$ cat src/rtl/bt656_pkg.sv
// Shared definitions for the BT.656 capture path: output byte orders, decoder
// FSM states, TRS byte constants and the XY protection-nibble function.
package bt656_pkg;

    localparam logic [1:0] ORD_UYVY = 2'd0;
    localparam logic [1:0] ORD_YVYU = 2'd1;
    localparam logic [1:0] ORD_YUYV = 2'd2;
    localparam logic [1:0] ORD_VYUY = 2'd3;

    localparam logic [7:0] TRS_FF = 8'hFF;
    localparam logic [7:0] TRS_00 = 8'h00;

    typedef enum logic [1:0] {
        HUNT   = 2'd0,
        BLANK  = 2'd1,
        ACTIVE = 2'd2
    } state_t;

    // Expected {P3, P2, P1, P0} for a given {F, V, H}
    function automatic logic [3:0] trs_prot(input logic f, input logic v, input logic h);
        return {v ^ h, f ^ h, f ^ v, f ^ v ^ h};
    endfunction

    // Index into the captured {U, Y0, V, Y1} group for output slot k
    function automatic logic [1:0] order_idx(input logic [1:0] ord, input logic [1:0] k);
        case (ord)
            ORD_UYVY: return k;
            ORD_YVYU: return k + 2'd1;
            ORD_YUYV: return k ^ 2'd1;
            default:  return (k == 2'd3) ? 2'd3 : 2'd2 - k;
        endcase
    endfunction

endpackage

$ cat src/rtl/bt656_trs_decode.sv
// TRS prefix matcher (FF 00 00) and XY protection check. With BT656_TRS_ECC_EN
// defined, single-bit XY errors are corrected; otherwise any mismatch is rejected.
module bt656_trs_decode
    import bt656_pkg::*;
(
    input  logic       clk,
    input  logic       rst,
    input  logic [7:0] din,
    output logic       in_trs,
    output logic       trs_valid,
    output logic       f,
    output logic       v,
    output logic       h,
    output logic       err
);

    logic [1:0] pre;
    logic       xy;
    logic [3:0] syn;

    always_ff @(posedge clk or posedge rst) begin
        if (rst)                                 pre <= 2'd0;
        else if (din == TRS_FF)                  pre <= 2'd1;
        else if (pre == 2'd1 && din == TRS_00)   pre <= 2'd2;
        else if (pre == 2'd2 && din == TRS_00)   pre <= 2'd3;
        else                                     pre <= 2'd0;
    end

    // Covers the FF byte itself so a partial pixel group is never extended by it
    assign in_trs = (pre != 2'd0) || (din == TRS_FF);
    assign xy     = (pre == 2'd3);
    assign syn    = din[3:0] ^ trs_prot(din[6], din[5], din[4]);

`ifdef BT656_TRS_ECC_EN
    always_comb begin
        f         = din[6];
        v         = din[5];
        h         = din[4];
        trs_valid = 1'b0;
        err       = 1'b0;
        if (xy) begin
            err       = (syn != 4'd0) || !din[7];
            trs_valid = 1'b1;
            if (!din[7]) begin
                trs_valid = (syn == 4'd0);
            end else begin
                // Syndrome of a flipped data bit is that bit's protection column
                case (syn)
                    4'b0000, 4'b1000, 4'b0100, 4'b0010, 4'b0001: ;
                    4'b0111: f = ~din[6];
                    4'b1011: v = ~din[5];
                    4'b1101: h = ~din[4];
                    default: trs_valid = 1'b0;
                endcase
            end
        end
    end
`else
    assign f         = din[6];
    assign v         = din[5];
    assign h         = din[4];
    assign trs_valid = xy && din[7] && (syn == 4'd0);
    assign err       = xy && !(din[7] && (syn == 4'd0));
`endif

endmodule

$ cat src/rtl/bt656_crop_decoder.sv
// BT.656 decoder: TRS timing, window crop, YUV422 reorder, camera-style output.
// Optional XY single-bit correction is enabled by defining BT656_TRS_ECC_EN.
module bt656_crop_decoder
    import bt656_pkg::*;
#(
    parameter int         DATA_W  = 10,
    parameter logic [1:0] ORDER   = 2'd1,
    parameter int         CROP_X0 = 0,
    parameter int         CROP_W  = 360,
    parameter int         CROP_Y0 = 0,
    parameter int         CROP_H  = 288
) (
    input  logic              clk,
    input  logic              rst,
    input  logic [7:0]        din,
    output logic [DATA_W-1:0] dout,
    output logic              dout_valid,
    output logic              href,
    output logic              vsync,
    output logic              field,
    output logic              sync_lock,
    output logic              trs_err
);

    logic trs_valid, trs_f, trs_v, trs_h, trs_bad, in_trs;

    bt656_trs_decode u_trs (
        .clk       (clk),
        .rst       (rst),
        .din       (din),
        .in_trs    (in_trs),
        .trs_valid (trs_valid),
        .f         (trs_f),
        .v         (trs_v),
        .h         (trs_h),
        .err       (trs_bad)
    );

    state_t                  state;
    logic [8:0]              line_cnt, grp_cnt;
    logic [1:0]              byte_idx, emit_idx;
    logic                    emit_on, prev_v;
    logic [2:0][7:0]         hold;
    logic [3:0][DATA_W-1:0]  obuf;
    logic [3:0][7:0]         grp_in;
    logic [3:0][DATA_W-1:0]  grp_ord;
    logic                    xy_cyc, capture, line_keep, grp_keep;

    function automatic logic [DATA_W-1:0] pad(input logic [7:0] b);
        logic [DATA_W-1:0] r;
        r = '0;
        r[DATA_W-1 -: 8] = b;
        return r;
    endfunction

    assign xy_cyc    = trs_valid || trs_bad;
    assign capture   = (state == ACTIVE) && !in_trs;
    assign line_keep = ({2'b0, line_cnt} >= 11'(CROP_Y0)) && ({2'b0, line_cnt} < 11'(CROP_Y0 + CROP_H));
    assign grp_keep  = ({2'b0, grp_cnt} >= 11'(CROP_X0)) && ({2'b0, grp_cnt} < 11'(CROP_X0 + CROP_W));
    assign grp_in    = {din, hold};

    for (genvar k = 0; k < 4; k++) begin : g_ord
        assign grp_ord[k] = pad(grp_in[order_idx(ORDER, 2'(k))]);
    end

    always_ff @(posedge clk or posedge rst) begin
        if (rst) begin
            dout       <= '0;
            dout_valid <= 1'b0;
            href       <= 1'b0;
            vsync      <= 1'b0;
            field      <= 1'b0;
            sync_lock  <= 1'b0;
            trs_err    <= 1'b0;
            state      <= HUNT;
            line_cnt   <= '0;
            grp_cnt    <= '0;
            byte_idx   <= '0;
            emit_idx   <= '0;
            emit_on    <= 1'b0;
            prev_v     <= 1'b0;
            hold       <= '0;
            obuf       <= '0;
        end else begin
            trs_err    <= trs_bad;
            dout_valid <= emit_on;
            href       <= emit_on;
            dout       <= emit_on ? obuf[emit_idx] : '0;
            if (emit_on) begin
                emit_idx <= emit_idx + 2'd1;
                if (emit_idx == 2'd3) emit_on <= 1'b0;
            end

            if (din == TRS_FF) byte_idx <= '0;

            if (capture) begin
                if (byte_idx != 2'd3) hold[byte_idx] <= din;
                byte_idx <= byte_idx + 2'd1;
                if (byte_idx == 2'd3) begin
                    if (grp_cnt != 9'h1FF) grp_cnt <= grp_cnt + 9'd1;
                    // Loading on the last emitted slot keeps back-to-back groups gap-free
                    if (line_keep && grp_keep) begin
                        obuf     <= grp_ord;
                        emit_on  <= 1'b1;
                        emit_idx <= '0;
                    end
                end
            end

            if (xy_cyc) begin
                if (state == ACTIVE) state <= BLANK;
                if (trs_valid) begin
                    sync_lock <= 1'b1;
                    vsync     <= trs_v;
                    field     <= trs_f;
                    prev_v    <= trs_v;
                    if (prev_v && !trs_v)
                        line_cnt <= '0;
                    else if (state == ACTIVE && trs_h)
                        line_cnt <= line_cnt + 9'd1;
                    if (!trs_h) begin
                        grp_cnt  <= '0;
                        byte_idx <= '0;
                        state    <= trs_v ? BLANK : ACTIVE;
                    end else begin
                        state    <= BLANK;
                    end
                end
            end
        end
    end

endmodule

$ cat config.mk
export PLATFORM = sky130hd
export DESIGN_NAME = bt656_crop_decoder
export DESIGN_NICKNAME = d
export VERILOG_FILES = /design/src/rtl/bt656_pkg.sv /design/src/rtl/bt656_trs_decode.sv /design/src/rtl/bt656_crop_decoder.sv
export SDC_FILE = /design/constraint.sdc
export NUM_CORES = 1
export LEC_CHECK = 0
export CORE_MARGIN = 5
export CORE_UTILIZATION = 45
export DETAILED_ROUTE_END_ITERATION = 6
export PLACE_DENSITY = 0.68
export SLEW_MARGIN = 15
export SYNTH_ARGS = -nofsm -noshare
export SYNTH_HDL_FRONTEND = slang
export SYNTH_SLANG_ARGS = --single-unit
$ cat constraint.sdc
create_clock -name clk -period 3.2 [get_ports clk]
set_clock_uncertainty 0.05 [all_clocks]
set_input_delay 0.32 -clock clk [delete_from_list [all_inputs] [get_ports clk]]
set_output_delay 0.32 -clock clk [all_outputs]
set_load 0.01 [all_outputs]
==> impl_metrics.json, run 1 <==
{
  "status": "finished clean",
  "critPathKind": "primary input to flop",
  "power_mw": 2.14,
  "place_area_um2": 4740,
  "antennaDiodeCount": 0,
  "dp_hpwl_mm": 5.41,
  "setup_viol": 0,
  "die_y_um": 109,
  "fmax_mhz": 400,
  "synth_top_cells_by_area": "dfrtp_1, mux2_2, mux4_2",
  "peakVddDrop_mv": 0.198,
  "period_minus_slack_ns": 2.50,
  "setup.worst_path.start_class": "primary input",
  "avgRoutedWirePerCell_um": 15.8,
  "cp_max_fo": 9,
  "cts_tree": "done",
  "ys_types": 50,
  "grt_setup_unrepaired": "false",
  "dpl_worst_slack_ns": 0.344,
  "post_cts_resize_count": 0,
  "synth_top_area_share_pct": 55.0,
  "synthFlopType": "dfrtp_1",
  "nFillCells": 866,
  "cts_hold_buf": 0,
  "grt_usage_pct": 15.0,
  "p_per_area_nw_per_um2": 432,
  "antenna_found_initial": 0,
  "worstMarginPinSlew_ns": 0.764,
  "h-tree-depth": 3,
  "synth-async-reset-ratio_pct": 100,
  "r2r-end": "grp_in[19]",
  "drive_gt1_share_pct": 26.5,
  "nets": 376,
  "worstRegToRegCells": 4,
  "syn_inst": 333,
  "numCtsBuffers": 9,
  "yosys.area.top_type": "dfrtp_1",
  "pin_count": 26,
  "crit_start": "din[5]",
  "mostFrequentLayoutCell": "dfrtp_1",
  "grt_pass1_vias": 2736,
  "routed_wl_mm": 7.83,
  "clock_path_buffers": 2,
  "final_cell_area_um2": 4950,
  "clkLatencyLatePin_ns": 0.36,
  "fp.dieArea_um2": 11800,
  "cap_viol_max_count": 0,
  "gp_congestion": 0.759,
  "drc": 0,
  "synth_seq_area_share_pct": 55.0,
  "rrSetupSlack_ns": 0.98,
  "grt_pass1_wl_mm": 13.6,
  "synth_edf_count": 0,
  "reg2reg_from": "u_trs.pre[0]",
  "power.static_leakage_nw": 2.34,
  "tns_ns": 0,
  "syn2layout_area_growth_pct": 13.3,
  "path_clk_slew_ns": 0.09,
  "avgSynthCellArea_um2": 13.1,
  "final_max_slew_viol_count": 0,
  "clock-root-buffer": "clkbuf_8",
  "fp.coreArea_um2": 9640,
  "cts_sinks": 96,
  "postCtsSetupBuffers": 0,
  "io_buffers": 23,
  "hold_viol": 0,
  "cp-end-kind": "flop",
  "via_per_inst": 5.30,
  "synthesis.area_um2": 4370,
  "die_width_um": 109,
  "num_rows": 36,
  "crit_arrival_ns": 2.67,
  "max-slew-margin-rel_pct": 49.0,
  "crit_required_ns": 3.37,
  "yosys_warnings": 0,
  "hold_path.class": "primary input to async pin",
  "crit_path_end": "line_cnt[6]",
  "start_util_pct": 45.3,
  "vias": 2622,
  "grt_max_degree": 53,
  "ys_seq_elements": 96,
  "post-route-period-util_pct": 78.1,
  "fin_ws_ns": 0.702,
  "mostFrequentLayoutCells": "dfrtp_1, mux2_2, nor2_1, clkdlybuf4s50_1, nand2_1",
  "ant_nets": 0,
  "drt-initial-drc-count": 67,
  "grt-ovfl-total": 0,
  "drt-pass1-iter-count": 4
}
==> worst max-delay path: stages <==
cell and delay, ns:
clkdlybuf4s50_1 0.72, inv_1 0.13, ha_1 0.30, xnor2_1 0.19, o2111a_2 0.28, nand3_1 0.17
nor2_1 0.45, nor2_1 0.11
==> how the worst min path moves through the flow <==
stage | startpoint | end | slack, ns | cells past startpoint
floorplan | emit_on | href | 0.33 | 0
global placement | grp_in[1] | obuf[33] | 0.41 | 1
detailed placement | sync_lock | sync_lock | 0.40 | 1
CTS | rst | obuf[19] | 0.36 | 2
global route | rst | obuf[19] | 0.40 | 2
finish | rst | obuf[19] | 0.34 | 2
==> where the power goes <==
part           total, mW  switching, mW  internal (mW)
Sequential          1.22        0.00430           1.22
Clock              0.815          0.411          0.404
Combinational      0.102         0.0672         0.0345
Total               2.14          0.483           1.65
==> layer usage <==
metal  wire (um)  up-vias  GRT usage [%]
li1            -     1235              -
met1        3720     1328           20.0
met2        3710       47           24.1
met3         266       12           3.22
met4         126        0           5.50
met5           0        -              0
==> cells by family (layout without fill, tap and decap cells) <==
| logic type | after synthesis | count (layout) | share of synthesized area, % |
|---|---|---|---|
| flops | 96 | 96 | 55.0 |
| simple gates | 93 | 93 | 11.8 |
| mux | 70 | 70 | 20.1 |
| compound gates | 25 | 25 | 4.30 |
| buf+inv | 23 | 51 | 2.64 |
| xor+xnor | 16 | 16 | 3.52 |
| fa+ha+maj | 9 | 9 | 2.58 |
| other cells | 1 | 2 | 0.0859 |
==> registers in the layout (all words and copies together) (netlist names) <==
signal	count
dout	8
field	1
trs_err	1
state	2
grp_cnt	9
emit_on	1
obuf	32
line_cnt	9
href	1
byte_idx	2
grp_in	24
sync_lock	1
prev_v	1
emit_idx	2
u_trs.pre	2
==> layout make-up <==
type / instances / area [um^2] / share of cell area (%)
Clock inverter: 4 / 52.6 / 1.06
Sequential cell: 96 / 2400 / 48.6
Timing Repair Buffer: 27 / 285 / 5.77
Inverter: 8 / 31.3 / 0.632
Multi-Input combinational cell: 215 / 1850 / 37.5
Clock buffer: 12 / 155 / 3.14
Tap cell: 133 / 166 / 3.36
==> cells in the mapped netlist, types with 6 or more instances <==
master,instances
and2_1,12
buf_2,7
dfrtp_1,96
ha_1,9
inv_1,8
mux2_2,58
mux4_2,8
nand2_1,15
nand3_1,7
nor2_1,23
nor3_1,10
o21ai_0,6
xnor2_1,13
==> metrics by stage <==
| step | hold WS [ns] | std cells | utilization [%] |
|---|---|---|---|
| after detailed placement | 0.404 | 479 | 49.2 |
| final | 0.338 | 495 | 51.3 |
| after CTS | 0.360 | 495 | 51.3 |
| after global placement | 0.410 | 479 | 49.2 |
| after global routing | 0.404 | 495 | 51.3 |
| after floorplan | 0.330 | 334 | - |
No activity file was read; power rests on OpenSTA's default activity.
==> run 2, diff against run 1 <==
Clock period 3.2 ns to 2.4 ns, I/O delays scaled along.
==> impl_metrics.json, run 2 (synthesized netlist as in run 1, its figures left out) <==
{
  "dp_hpwl_mm": 5.68,
  "io_buffers": 23,
  "grt_setup_unrepaired": "false",
  "status": "finished clean",
  "crit_required_ns": 2.65,
  "critPathKind": "primary input to flop",
  "grt_pass1_vias": 2813,
  "clkLatencyLatePin_ns": 0.37,
  "largest_reg_flops": 32,
  "power_mw": 2.78,
  "syn2layout_area_growth_pct": 19.0,
  "cp-end-kind": "flop",
  "postCtsSetupBuffers": 0,
  "start_util_pct": 45.3,
  "grt_max_degree": 32,
  "numCtsBuffers": 9,
  "setup_viol": 0,
  "drt-pass1-iter-count": 4,
  "vias": 2665,
  "max-slew-margin-rel_pct": 52.3,
  "grt_usage_pct": 15.1,
  "setup.worst_path.start_class": "primary input",
  "die_width_um": 109,
  "h-tree-depth": 3,
  "die_y_um": 109,
  "cts_hold_buf": 0,
  "drive_gt1_share_pct": 32.1,
  "worstMarginPinSlew_ns": 0.714,
  "antenna_found_initial": 0,
  "via_per_inst": 5.10,
  "fp.coreArea_um2": 9640,
  "peakVddDrop_mv": 0.342,
  "cts_sinks": 96,
  "final_max_slew_viol_count": 0,
  "ant_nets": 0,
  "avgRoutedWirePerCell_um": 15.2,
  "post-route-period-util_pct": 85.5,
  "num_rows": 36,
  "postLayoutCoreUtil_pct": 53.9,
  "clock_path_buffers": 2,
  "hold_path.class": "primary input to async pin",
  "cp_max_fo": 3,
  "mostFrequentLayoutCells": "dfrtp_1, mux2_2, buf_4",
  "period_minus_slack_ns": 2.05,
  "p_per_area_nw_per_um2": 534,
  "antennaDiodeCount": 0,
  "grt-ovfl-total": 0,
  "cts_tree": "done",
  "gp_congestion": 0.793,
  "pin_count": 26,
  "clock-root-buffer": "clkbuf_8",
  "mostFrequentLayoutCell": "dfrtp_1",
  "nets": 404,
  "regMostFlops": "obuf",
  "crit_arrival_ns": 2.30,
  "power.static_leakage_nw": 2.50,
  "hold_viol": 0,
  "fmax_mhz": 487,
  "drc": 0,
  "routed_wl_mm": 7.95,
  "cap_viol_max_count": 0,
  "grt_pass1_wl_mm": 13.7,
  "path_clk_slew_ns": 0.10,
  "post_cts_resize_count": 0,
  "drt-initial-drc-count": 51,
  "fp.dieArea_um2": 11800
}
[run 2: cell count changes in the layout (fill, tap and decap cells not counted), sizes merged]
cell,before,now
inv,7,11
buf,4,32
clkinv,1,2
bufinv,1,0
clkbuf,12,9
clkinvlp,3,2
[run 2: metal layers]
layer | track usage, % | wire length (um) | share of wire [%] | up-vias
met1 | 19.1 | 3570 | 45 | 1343
li1 | - | - | - | 1279
met5 | 0 | 0 | 0 | -
met3 | 4.54 | 286 | 3.6 | 6
met4 | 3.16 | 70 | 0.88 | 0
met2 | 25.7 | 4020 | 51 | 37
[run 2: cell type report]
class	count	area [um^2]
tap	133	166
inverter	8	33.8
fill	875	4440
multi-input combinational	215	1850
sequential	96	2400
clock inverter	7	58.8
clock buffer	9	124
timing repair buffer	55	558
[run 2: worst max-delay path: stages]
cell             delay, ns
clkdlybuf4s50_1       0.51
inv_1                 0.07
ha_1                  0.28
xnor2_1               0.18
o2111a_2              0.28
nand3_4               0.08
or4_4                 0.52
a21oi_2               0.14
[run 2: power breakdown]
part	internal [mW]	leakage [nW]	switching (mW)
clock	0.395	0.0925	0.591
sequential	1.62	1.33	0.00557
combinational	0.0696	1.07	0.0941
[run 2: path summary, 6_finish.rpt]
path                                    from           to  slack [ns]  cells after the start
worst max register to register  u_trs.pre[0]   grp_in[19]        0.39                      5
worst max-delay path                  din[5]  line_cnt[8]        0.35                      8
worst min-delay path                     rst   grp_in[15]        0.27                      2
worst min register to register     sync_lock    sync_lock        0.43                      1
max in group asynchronous                rst    grp_in[6]        1.47                      3
min in group clk                   sync_lock    sync_lock        0.43                      1
[run 2: per-stage QoR]
stage	hold WS [ns]	cells	cell area, um^2	worst slack, ns	setup TNS [ns]
final	0.273	523	5200	0.348	0
after detailed placement	0.401	507	5010	-0.0231	-0.0259
after global routing	0.309	523	5200	0.246	0
after global placement	0.403	507	5010	-0.00950	-0.00950
after floorplan	0.322	334	4380	0.376	0
after CTS	0.286	523	5200	0.359	0
